**config.mk**
```make
export PLATFORM = sky130hd
export DESIGN_NAME = sram_arb_ctrl
export DESIGN_NICKNAME = d
export VERILOG_FILES = /design/src/rtl/sram_arb_pkg.sv /design/src/rtl/sram_rr_arb2.sv /design/src/rtl/sram_arb_ctrl.sv
export SDC_FILE = /design/constraint.sdc
export NUM_CORES = 1
export LEC_CHECK = 0
export ABC_AREA = 1
export CAP_MARGIN = 0
export CORE_ASPECT_RATIO = 0.75
export CORE_MARGIN = 4
export CORE_UTILIZATION = 31
export CTS_CLUSTER_DIAMETER = 80
export CTS_CLUSTER_SIZE = 25
export DETAILED_ROUTE_END_ITERATION = 12
export PLACE_DENSITY = 0.68
export SLEW_MARGIN = 10
export SYNTH_ARGS = -nofsm -noshare
export SYNTH_HDL_FRONTEND = slang
export SYNTH_HIERARCHICAL = 1
export SYNTH_SLANG_ARGS = --single-unit
```
**constraint.sdc**
```tcl
create_clock -name clk -period 6.1 [get_ports clk]
set_input_delay 1.83 -clock clk [delete_from_list [all_inputs] [get_ports clk]]
set_output_delay 1.83 -clock clk [all_outputs]
set_load 0.05 [all_outputs]
```
**src/rtl/sram_arb_pkg.sv**
```systemverilog
// sram_arb_pkg: shared state/requester encodings and read latency for the SRAM access controller.
package sram_arb_pkg;
  typedef enum logic {IDLE, CLEAR} state_e;
  typedef enum logic {REQ_A, REQ_B} req_id_e;
  localparam int RD_LAT = 2;
endpackage

```
**src/rtl/sram_rr_arb2.sv**
```systemverilog
// sram_rr_arb2: two-way arbiter; round-robin with SRAM_ARB_RR_EN defined, fixed priority (A first) otherwise.
module sram_rr_arb2
  import sram_arb_pkg::*;
(
`ifdef SRAM_ARB_RR_EN
  input  logic clk,
  input  logic rst,
  input  logic xfer_a,
  input  logic xfer_b,
  input  logic b_valid,
`endif
  input  logic a_valid,
  output logic grant_a,
  output logic grant_b
);
`ifdef SRAM_ARB_RR_EN
  req_id_e prio_q, prio_d;
  always_comb prio_d = xfer_a ? REQ_B : xfer_b ? REQ_A : prio_q;
  always_ff @(posedge clk or posedge rst)
    if (rst) prio_q <= REQ_A;
    else prio_q <= prio_d;
  assign grant_a = ~b_valid | (prio_q == REQ_A);
  assign grant_b = ~a_valid | (prio_q == REQ_B);
`else
  assign grant_a = 1'b1;
  assign grant_b = ~a_valid;
`endif
endmodule

```
**src/rtl/sram_arb_ctrl.sv**
```systemverilog
// sram_arb_ctrl: arbitrates two requesters onto a single-port-per-direction SRAM, one op per cycle, with a zeroing sweep.
// Arbitration policy selected by SRAM_ARB_RR_EN (round-robin when defined, fixed A-first otherwise).
module sram_arb_ctrl
  import sram_arb_pkg::*;
#(
  parameter  int WIDTH  = 32,
  parameter  int DEPTH  = 1024,
  localparam int ADDR_W = $clog2(DEPTH)
) (
  input  logic              clk,
  input  logic              rst,
  input  logic              a_req_valid,
  output logic              a_req_ready,
  input  logic              a_req_we,
  input  logic [ADDR_W-1:0] a_req_addr,
  input  logic [WIDTH-1:0]  a_req_wdata,
  input  logic              b_req_valid,
  output logic              b_req_ready,
  input  logic              b_req_we,
  input  logic [ADDR_W-1:0] b_req_addr,
  input  logic [WIDTH-1:0]  b_req_wdata,
  output logic              a_rsp_valid,
  output logic [WIDTH-1:0]  a_rsp_rdata,
  output logic              b_rsp_valid,
  output logic [WIDTH-1:0]  b_rsp_rdata,
  input  logic              clr_start,
  output logic              clr_busy,
  output logic              clr_done,
  output logic              mem_wren,
  output logic              mem_rden,
  output logic [ADDR_W-1:0] mem_wr_addr,
  output logic [ADDR_W-1:0] mem_rd_addr,
  output logic [WIDTH-1:0]  mem_wr_data,
  input  logic [WIDTH-1:0]  mem_rd_data
);
  state_e state_q, state_d;
  logic [ADDR_W-1:0] cnt_q, cnt_d, wr_addr_q, wr_addr_d, rd_addr_q, rd_addr_d;
  logic [WIDTH-1:0] wr_data_q, wr_data_d;
  logic wren_q, wren_d, rden_q, rden_d, done_q, done_d;
  logic [RD_LAT-1:0] rv_q, rv_d, rid_q, rid_d;
  logic grant_a, grant_b, xfer_a, xfer_b, sel_we;
  logic [ADDR_W-1:0] sel_addr;

  sram_rr_arb2 u_arb (
`ifdef SRAM_ARB_RR_EN
    .clk     (clk),
    .rst     (rst),
    .xfer_a  (xfer_a),
    .xfer_b  (xfer_b),
    .b_valid (b_req_valid),
`endif
    .a_valid (a_req_valid),
    .grant_a (grant_a),
    .grant_b (grant_b)
  );

  assign a_req_ready = (state_q == IDLE) & ~clr_start & grant_a;
  assign b_req_ready = (state_q == IDLE) & ~clr_start & grant_b;
  assign xfer_a = a_req_valid & a_req_ready;
  assign xfer_b = b_req_valid & b_req_ready;
  assign sel_we = xfer_a ? a_req_we : b_req_we;
  assign sel_addr = xfer_a ? a_req_addr : b_req_addr;

  always_comb begin
    state_d   = state_q;
    cnt_d     = cnt_q;
    wren_d    = 1'b0;
    rden_d    = 1'b0;
    done_d    = 1'b0;
    wr_addr_d = wr_addr_q;
    rd_addr_d = rd_addr_q;
    wr_data_d = wr_data_q;
    if (state_q == CLEAR) begin
      wren_d    = 1'b1;
      wr_addr_d = cnt_q;
      wr_data_d = '0;
      cnt_d     = cnt_q + 1'b1;
      if (cnt_q == ADDR_W'(DEPTH - 1)) begin
        state_d = IDLE;
        cnt_d   = '0;
        done_d  = 1'b1;
      end
    end else if (clr_start) begin
      // address 0 is written on the start edge, so CLEAR continues from 1
      state_d   = CLEAR;
      wren_d    = 1'b1;
      wr_addr_d = '0;
      wr_data_d = '0;
      cnt_d     = ADDR_W'(1);
    end else if (xfer_a | xfer_b) begin
      wren_d    = sel_we;
      rden_d    = ~sel_we;
      wr_addr_d = sel_we ? sel_addr : wr_addr_q;
      rd_addr_d = sel_we ? rd_addr_q : sel_addr;
      wr_data_d = sel_we ? (xfer_a ? a_req_wdata : b_req_wdata) : wr_data_q;
    end
    rv_d  = {rv_q[RD_LAT-2:0], rden_d};
    rid_d = {rid_q[RD_LAT-2:0], xfer_b};
  end

  always_ff @(posedge clk or posedge rst)
    if (rst) begin
      state_q   <= IDLE;
      cnt_q     <= '0;
      wren_q    <= 1'b0;
      rden_q    <= 1'b0;
      done_q    <= 1'b0;
      wr_addr_q <= '0;
      rd_addr_q <= '0;
      wr_data_q <= '0;
      rv_q      <= '0;
      rid_q     <= '0;
    end else begin
      state_q   <= state_d;
      cnt_q     <= cnt_d;
      wren_q    <= wren_d;
      rden_q    <= rden_d;
      done_q    <= done_d;
      wr_addr_q <= wr_addr_d;
      rd_addr_q <= rd_addr_d;
      wr_data_q <= wr_data_d;
      rv_q      <= rv_d;
      rid_q     <= rid_d;
    end

  assign mem_wren    = wren_q;
  assign mem_rden    = rden_q;
  assign mem_wr_addr = wr_addr_q;
  assign mem_rd_addr = rd_addr_q;
  assign mem_wr_data = wr_data_q;
  assign clr_busy    = (state_q == CLEAR) | done_q;
  assign clr_done    = done_q;
  assign a_rsp_valid = rv_q[RD_LAT-1] & (rid_q[RD_LAT-1] == REQ_A);
  assign b_rsp_valid = rv_q[RD_LAT-1] & (rid_q[RD_LAT-1] == REQ_B);
  assign a_rsp_rdata = a_rsp_valid ? mem_rd_data : '0;
  assign b_rsp_rdata = b_rsp_valid ? mem_rd_data : '0;
endmodule

```
==> results.cfg, run 1 <==
[sta]
worst_pin_slew_ns = 1.06
setup_viol = 0
slew_headroom_pct = 29.4
fmax_mhz = 194
final_max_slew_viol_count = 0
fin_tns_setup_ns = 0
fin_crit_sh_pct = 84.3
fin_skew_ns = 0.00807
worst_slack_ns = 0.957
min_period_ns = 5.14
rsz0062_at_grt = no
report.final.hold_viol_count = 0

[finish]
n_antenna_cell = 0
fin_nets = 966
final_area_um2 = 6990
drive_above_1_share_pct = 4.01
syn2layout_area_growth_pct = 66.3
final_util_pct = 53.3

[power_and_ir_drop]
cellPowerDensity_nw_per_um2 = 226
swShare_pct = 33.1
ir_worst_vdd_mv = 0.269
comb_power_share_pct = 29.1
p_int_mw = 1.06
total_leakage_power_nw = 3.57
p_sw_mw = 0.524
p_clk_share_pct = 34.2
power_mw = 1.58
seq_power_share_pct = 36.8

[setup_path]
crit_path_end_kind = output port
worstPathArrival_ns = 3.31
required_ns = 4.27
cp-start-kind = input port
cp_max_fo = 2
regToRegSetupSlack_ns = 2.77
crit_type = input port to output port

[drt]
vias = 4558
drt_iter0_drc = 313
drtPass1Iterations = 4
avgViaCountPerCell = 4.48
post_drt_wl_per_cell_um = 14.3
postRouteAntennaNets = 0
route.detailed.drc = 0
drt_wl_total_mm = 14.6

[global_route]
grt_max_degree = 76
grt_pass1_wl_mm = 22.4
grt_use_total_pct = 18.4
grt_pass1_vias = 4100
overflow = 0
antenna_found_initial = 0

[clock_tree]
cts_buffers = 9
cts_tree = built
clkTransAtPathRegs_ns = 0.05
post_cts_resized = 0
cts_buffer_depth = 2
h-tree-depth = 3
clk_latency_ns = 0.33
post_cts_buffers = 0
holdBufCountCts = 0
clkSinkCount = 69
cts-root-buf = clkbuf_16

[synthesis]
syn_nets = 744
ys_seq_area_share_pct = 41.1
ys_ff_latch = 69
syn_area_um2 = 4200
syn_inst = 620
yosys.area.top_type = dfrtp_1
syn_area_per_cell_um2 = 6.78
ys_warn_count = 6
synth_cell_types = 28
synth_area_leaders = dfrtp_1, nand2_1, nand3_1, inv_1, nor2_1
synth_top_area_share_pct = 41.1

[place]
dp_slack_ns = 0.933
place_area_um2 = 6680
hpwl_mm = 11.1
port_buffers = 246
gp_congestion = 0.836

[hold_path]
min_path_type = register to register

[floorplanning]
initial_core_util_pct = 32.1
dieArea_um2 = 15500
row_count = 36
fp.dieW_um = 142
die_h_um = 109
ioPinCount = 247
core-area_um2 = 13100

[run_status]
outcome = completed

[job]
max_cap_violations = 0
-- cells in the mapped netlist (all sizes together) --
| cell type | count |
|---|---|
| a22oi | 1 |
| nand4 | 12 |
| a32o | 1 |
| o22ai | 1 |
| ha | 1 |
| nand3 | 94 |
| xnor2 | 1 |
| or2 | 2 |
| clkbuf | 9 |
| dfrtp | 69 |
| conb | 1 |
| inv | 104 |
| o21ai | 48 |
| nand2 | 165 |
| nor2 | 77 |
| xor2 | 2 |
| buf | 31 |
| a21oi | 1 |
-- layout by cell type, fill, tap and decap left out, types with 2 or more instances in the layout --
master / count
inv_2: 2
o21ai_1: 42
nand2_1: 162
nand3_4: 2
or2_2: 2
inv_1: 102
nand3_1: 91
nor2_1: 75
clkbuf_8: 2
nand4_1: 12
buf_4: 6
xor2_1: 2
clkdlybuf4s50_1: 244
o21ai_0: 6
nand2_2: 2
dfrtp_1: 69
clkbuf_16: 9
-- power by group through the flow --
stage                     clock network [mW]  logic [mW]  registers (mW)
after floorplan                            0       0.156           0.697
after global placement                     0       0.458           0.586
after detailed placement                   0       0.465           0.586
after CTS                              0.556       0.465           0.581
after global routing                   0.578       0.501           0.590
final                                  0.540       0.460           0.581
-- critical path, stage by stage --
cell	delay, ns
clkdlybuf4s50_1	0.46
inv_1	0.05
nor2_1	0.13
clkdlybuf4s50_1	0.85
-- per-stage QoR --
stage          cells  hold slack [ns]
2_1_floorplan    620            0.331
3_3_place_gp    1002            0.332
3_5_place_dp    1002            0.336
4_1_cts         1018            0.348
5_1_grt         1018            0.348
6_report        1018            0.345
-- sequential cells by signal (all words and copies together) (netlist names) --
name / flops
cnt_q: 10
state_q: 1
mem_wren: 1
mem_wr_data: 32
clr_done: 1
mem_rd_addr: 10
mem_wr_addr: 10
rid_q: 2
rv_q: 2
-- worst paths after layout --
kind / from / to / cells past startpoint
min reg2reg: rid_q[0]$_DFF_PP0_ / rid_q[1]$_DFF_PP0_ / 0
min: rid_q[0]$_DFF_PP0_ / rid_q[1]$_DFF_PP0_ / 0
min in group asynchronous: rst / mem_wr_data[22]$_DFFE_PP0P_ / 2
max reg2reg: state_q$_DFF_PP0_ / mem_wr_addr[2]$_DFFE_PP0P_ / 8
max in group asynchronous: rst / mem_wr_data[30]$_DFFE_PP0P_ / 3
max: mem_rd_data[6] / b_rsp_rdata[6] / 4
-- layout make-up --
| class | instances | area (um^2) |
|---|---|---|
| Multi-Input combinational cell | 407 | 1840 |
| Fill cell | 1327 | 6120 |
| Tap cell | 171 | 214 |
| Inverter | 104 | 390 |
| Timing Repair Buffer | 251 | 2510 |
| Clock inverter | 4 | 55.1 |
| Sequential cell | 69 | 1730 |
| Clock buffer | 12 | 256 |
-- metal layers --
metal	vias to the layer above	wire length, um	track usage, %
li1	2359	-	-
met1	2026	6050	22.9
met2	165	7050	30.7
met3	8	1410	7.32
met4	0	90	3.66
met5	-	0	0
-- cells by family after synthesis --
| logic type | synth area share, % |
|---|---|
| AND/OR/NAND/NOR | 36.4 |
| XOR/XNOR | 0.625 |
| adder cells (fa/ha/maj) | 0.298 |
| other | 0.0893 |
| flip-flops | 41.1 |
| AO/OA/AOI/OAI | 6.40 |
| buffers and inverters | 15.1 |
(Power assumes the default switching activity.)
==> run 2, diff against run 1 <==
==> constraint.sdc (replaced) <==
create_clock -name clk -period 4.85 [get_ports clk]
set_input_delay 1.455 -clock clk [delete_from_list [all_inputs] [get_ports clk]]
set_output_delay 1.455 -clock clk [all_outputs]
set_load 0.05 [all_outputs]
==> results.cfg, run 2 (synthesis gave the netlist of run 1 again) <==
[run_status]
outcome = completed

[setup_path]
cp-start-kind = input port
required_ns = 3.39
cp_common_cell = clkdlybuf4s50_1
rr_endpoint = mem_rd_addr[1]$_DFFE_PP0P_
regToRegSetupSlack_ns = 2.38
startpoint = mem_rd_data[27]
crit_chain = clkdlybuf4s50_1 -> inv_1 -> nor2_1 -> clkdlybuf4s50_1
reg2regPathDepth = 8
cp_max_fo = 2
crit_path_end_kind = output port
critPathSlowestCell = clkdlybuf4s50_1
cp_slowest_stage_delay_ns = 0.85
crit_type = input port to output port
worstPathArrival_ns = 2.95
reg2reg_from = state_q$_DFF_PP0_

[clock_tree]
clkTransAtPathRegs_ns = 0.06
cts-root-buf = clkbuf_16
cts_tree = built
holdBufCountCts = 0
post_cts_resized = 0
cts_buffers = 9
post_cts_buffers = 0
cts_buffer_depth = 2
h-tree-depth = 3
clk_latency_ns = 0.32
clkSinkCount = 69

[finish]
nFillCells = 1308
layout_commonest_cell = clkdlybuf4s50_1
drive_above_1_share_pct = 4.47
syn2layout_area_growth_pct = 67.7
final_util_pct = 53.8
final_cell_mix = clkdlybuf4s50_1, nand2_1, inv_1
final_area_um2 = 7050
fin_nets = 969
largest_reg_flops = 32

[floorplanning]
fp.dieW_um = 142
initial_core_util_pct = 32.1
ioPinCount = 247
row_count = 36
dieArea_um2 = 15500
core-area_um2 = 13100
die_h_um = 109

[sta]
worst_slack_ns = 0.441
fmax_mhz = 227
final_max_slew_viol_count = 0
min_period_ns = 4.41
slew_headroom_pct = 30.6
fin_crit_sh_pct = 90.9
fin_skew_ns = 0.00797
worst_pin_slew_ns = 1.04
setup_viol = 0
report.final.hold_viol_count = 0
rsz0062_at_grt = no
fin_tns_setup_ns = 0

[global_route]
grt_pass1_vias = 4202
overflow = 0
antenna_found_initial = 1
grt_pass1_wl_mm = 22.3
grt_max_degree = 65
grt_use_total_pct = 18.3

[drt]
vias = 4588
post_drt_wl_per_cell_um = 14.4
route.detailed.drc = 0
postRouteAntennaNets = 0
avgViaCountPerCell = 4.49
drtPass1Iterations = 4
drt_wl_total_mm = 14.7
drt_iter0_drc = 241

[place]
port_buffers = 246
dp_slack_ns = 0.431
gp_congestion = 0.848
place_area_um2 = 6710
hpwl_mm = 11.3

[power_and_ir_drop]
cellPowerDensity_nw_per_um2 = 289
ir_worst_vdd_mv = 0.190
total_leakage_power_nw = 3.60
power_mw = 2.04

[hold_path]
hp-start = rid_q[0]$_DFF_PP0_
whs_path_depth = 0
hold_end = rid_q[1]$_DFF_PP0_
min_path_type = register to register

[job]
max_cap_violations = 0
[run 2: cell types whose count changed in the layout (fill, tap and decap cells not counted), sizes merged]
cell / change
clkinv: +1
bufinv: +1
inv: +1
clkbuf: -2
diode: +1
clkinvlp: -1
buf: +3
[run 2: power breakdown]
group / internal, mW / switching, mW
clock: 0.468 / 0.257
combinational: 0.246 / 0.338
sequential: 0.654 / 0.0732
total: 1.37 / 0.668
[run 2: per-stage QoR]
stage | hold WS [ns] | std cells
5_1_grt | 0.358 | 1022
4_1_cts | 0.355 | 1021
3_5_place_dp | 0.340 | 1005
2_1_floorplan | 0.331 | 620
3_3_place_gp | 0.337 | 1005
6_report | 0.352 | 1022
[run 2: worst max path at each step]
stage	endpoint	cells past startpoint
after floorplan	a_req_ready	5
after global placement	b_rsp_rdata[6]	4
after detailed placement	b_rsp_rdata[10]	4
after CTS	b_rsp_rdata[10]	4
after global routing	b_rsp_rdata[10]	4
final	a_rsp_rdata[27]	4
[run 2: layout make-up]
class                   instances  area (um^2)  area share (%)
diodes                          1         2.50          0.0355
clock buffers                  10          239            3.39
clock inverters                 6         91.3            1.30
inverters                     104          390            5.54
multi-input cells             407         1840            26.1
flip-flops and latches         69         1730            24.5
well taps                     171          214            3.04
repair buffers                254         2540            36.1
[run 2: critical path, delay by kind of cell]
family                 cells  cell delay (ns)
buffers and inverters      3             1.35
and+or+nand+nor            1             0.14
[run 2: metal layers]
metal	vias up	GRT usage (%)	routed length, um
met5	-	0	0
met1	2036	23.1	6150
met3	7	6.23	1430
met4	0	3.93	125
li1	2366	-	-
met2	179	30.6	7040
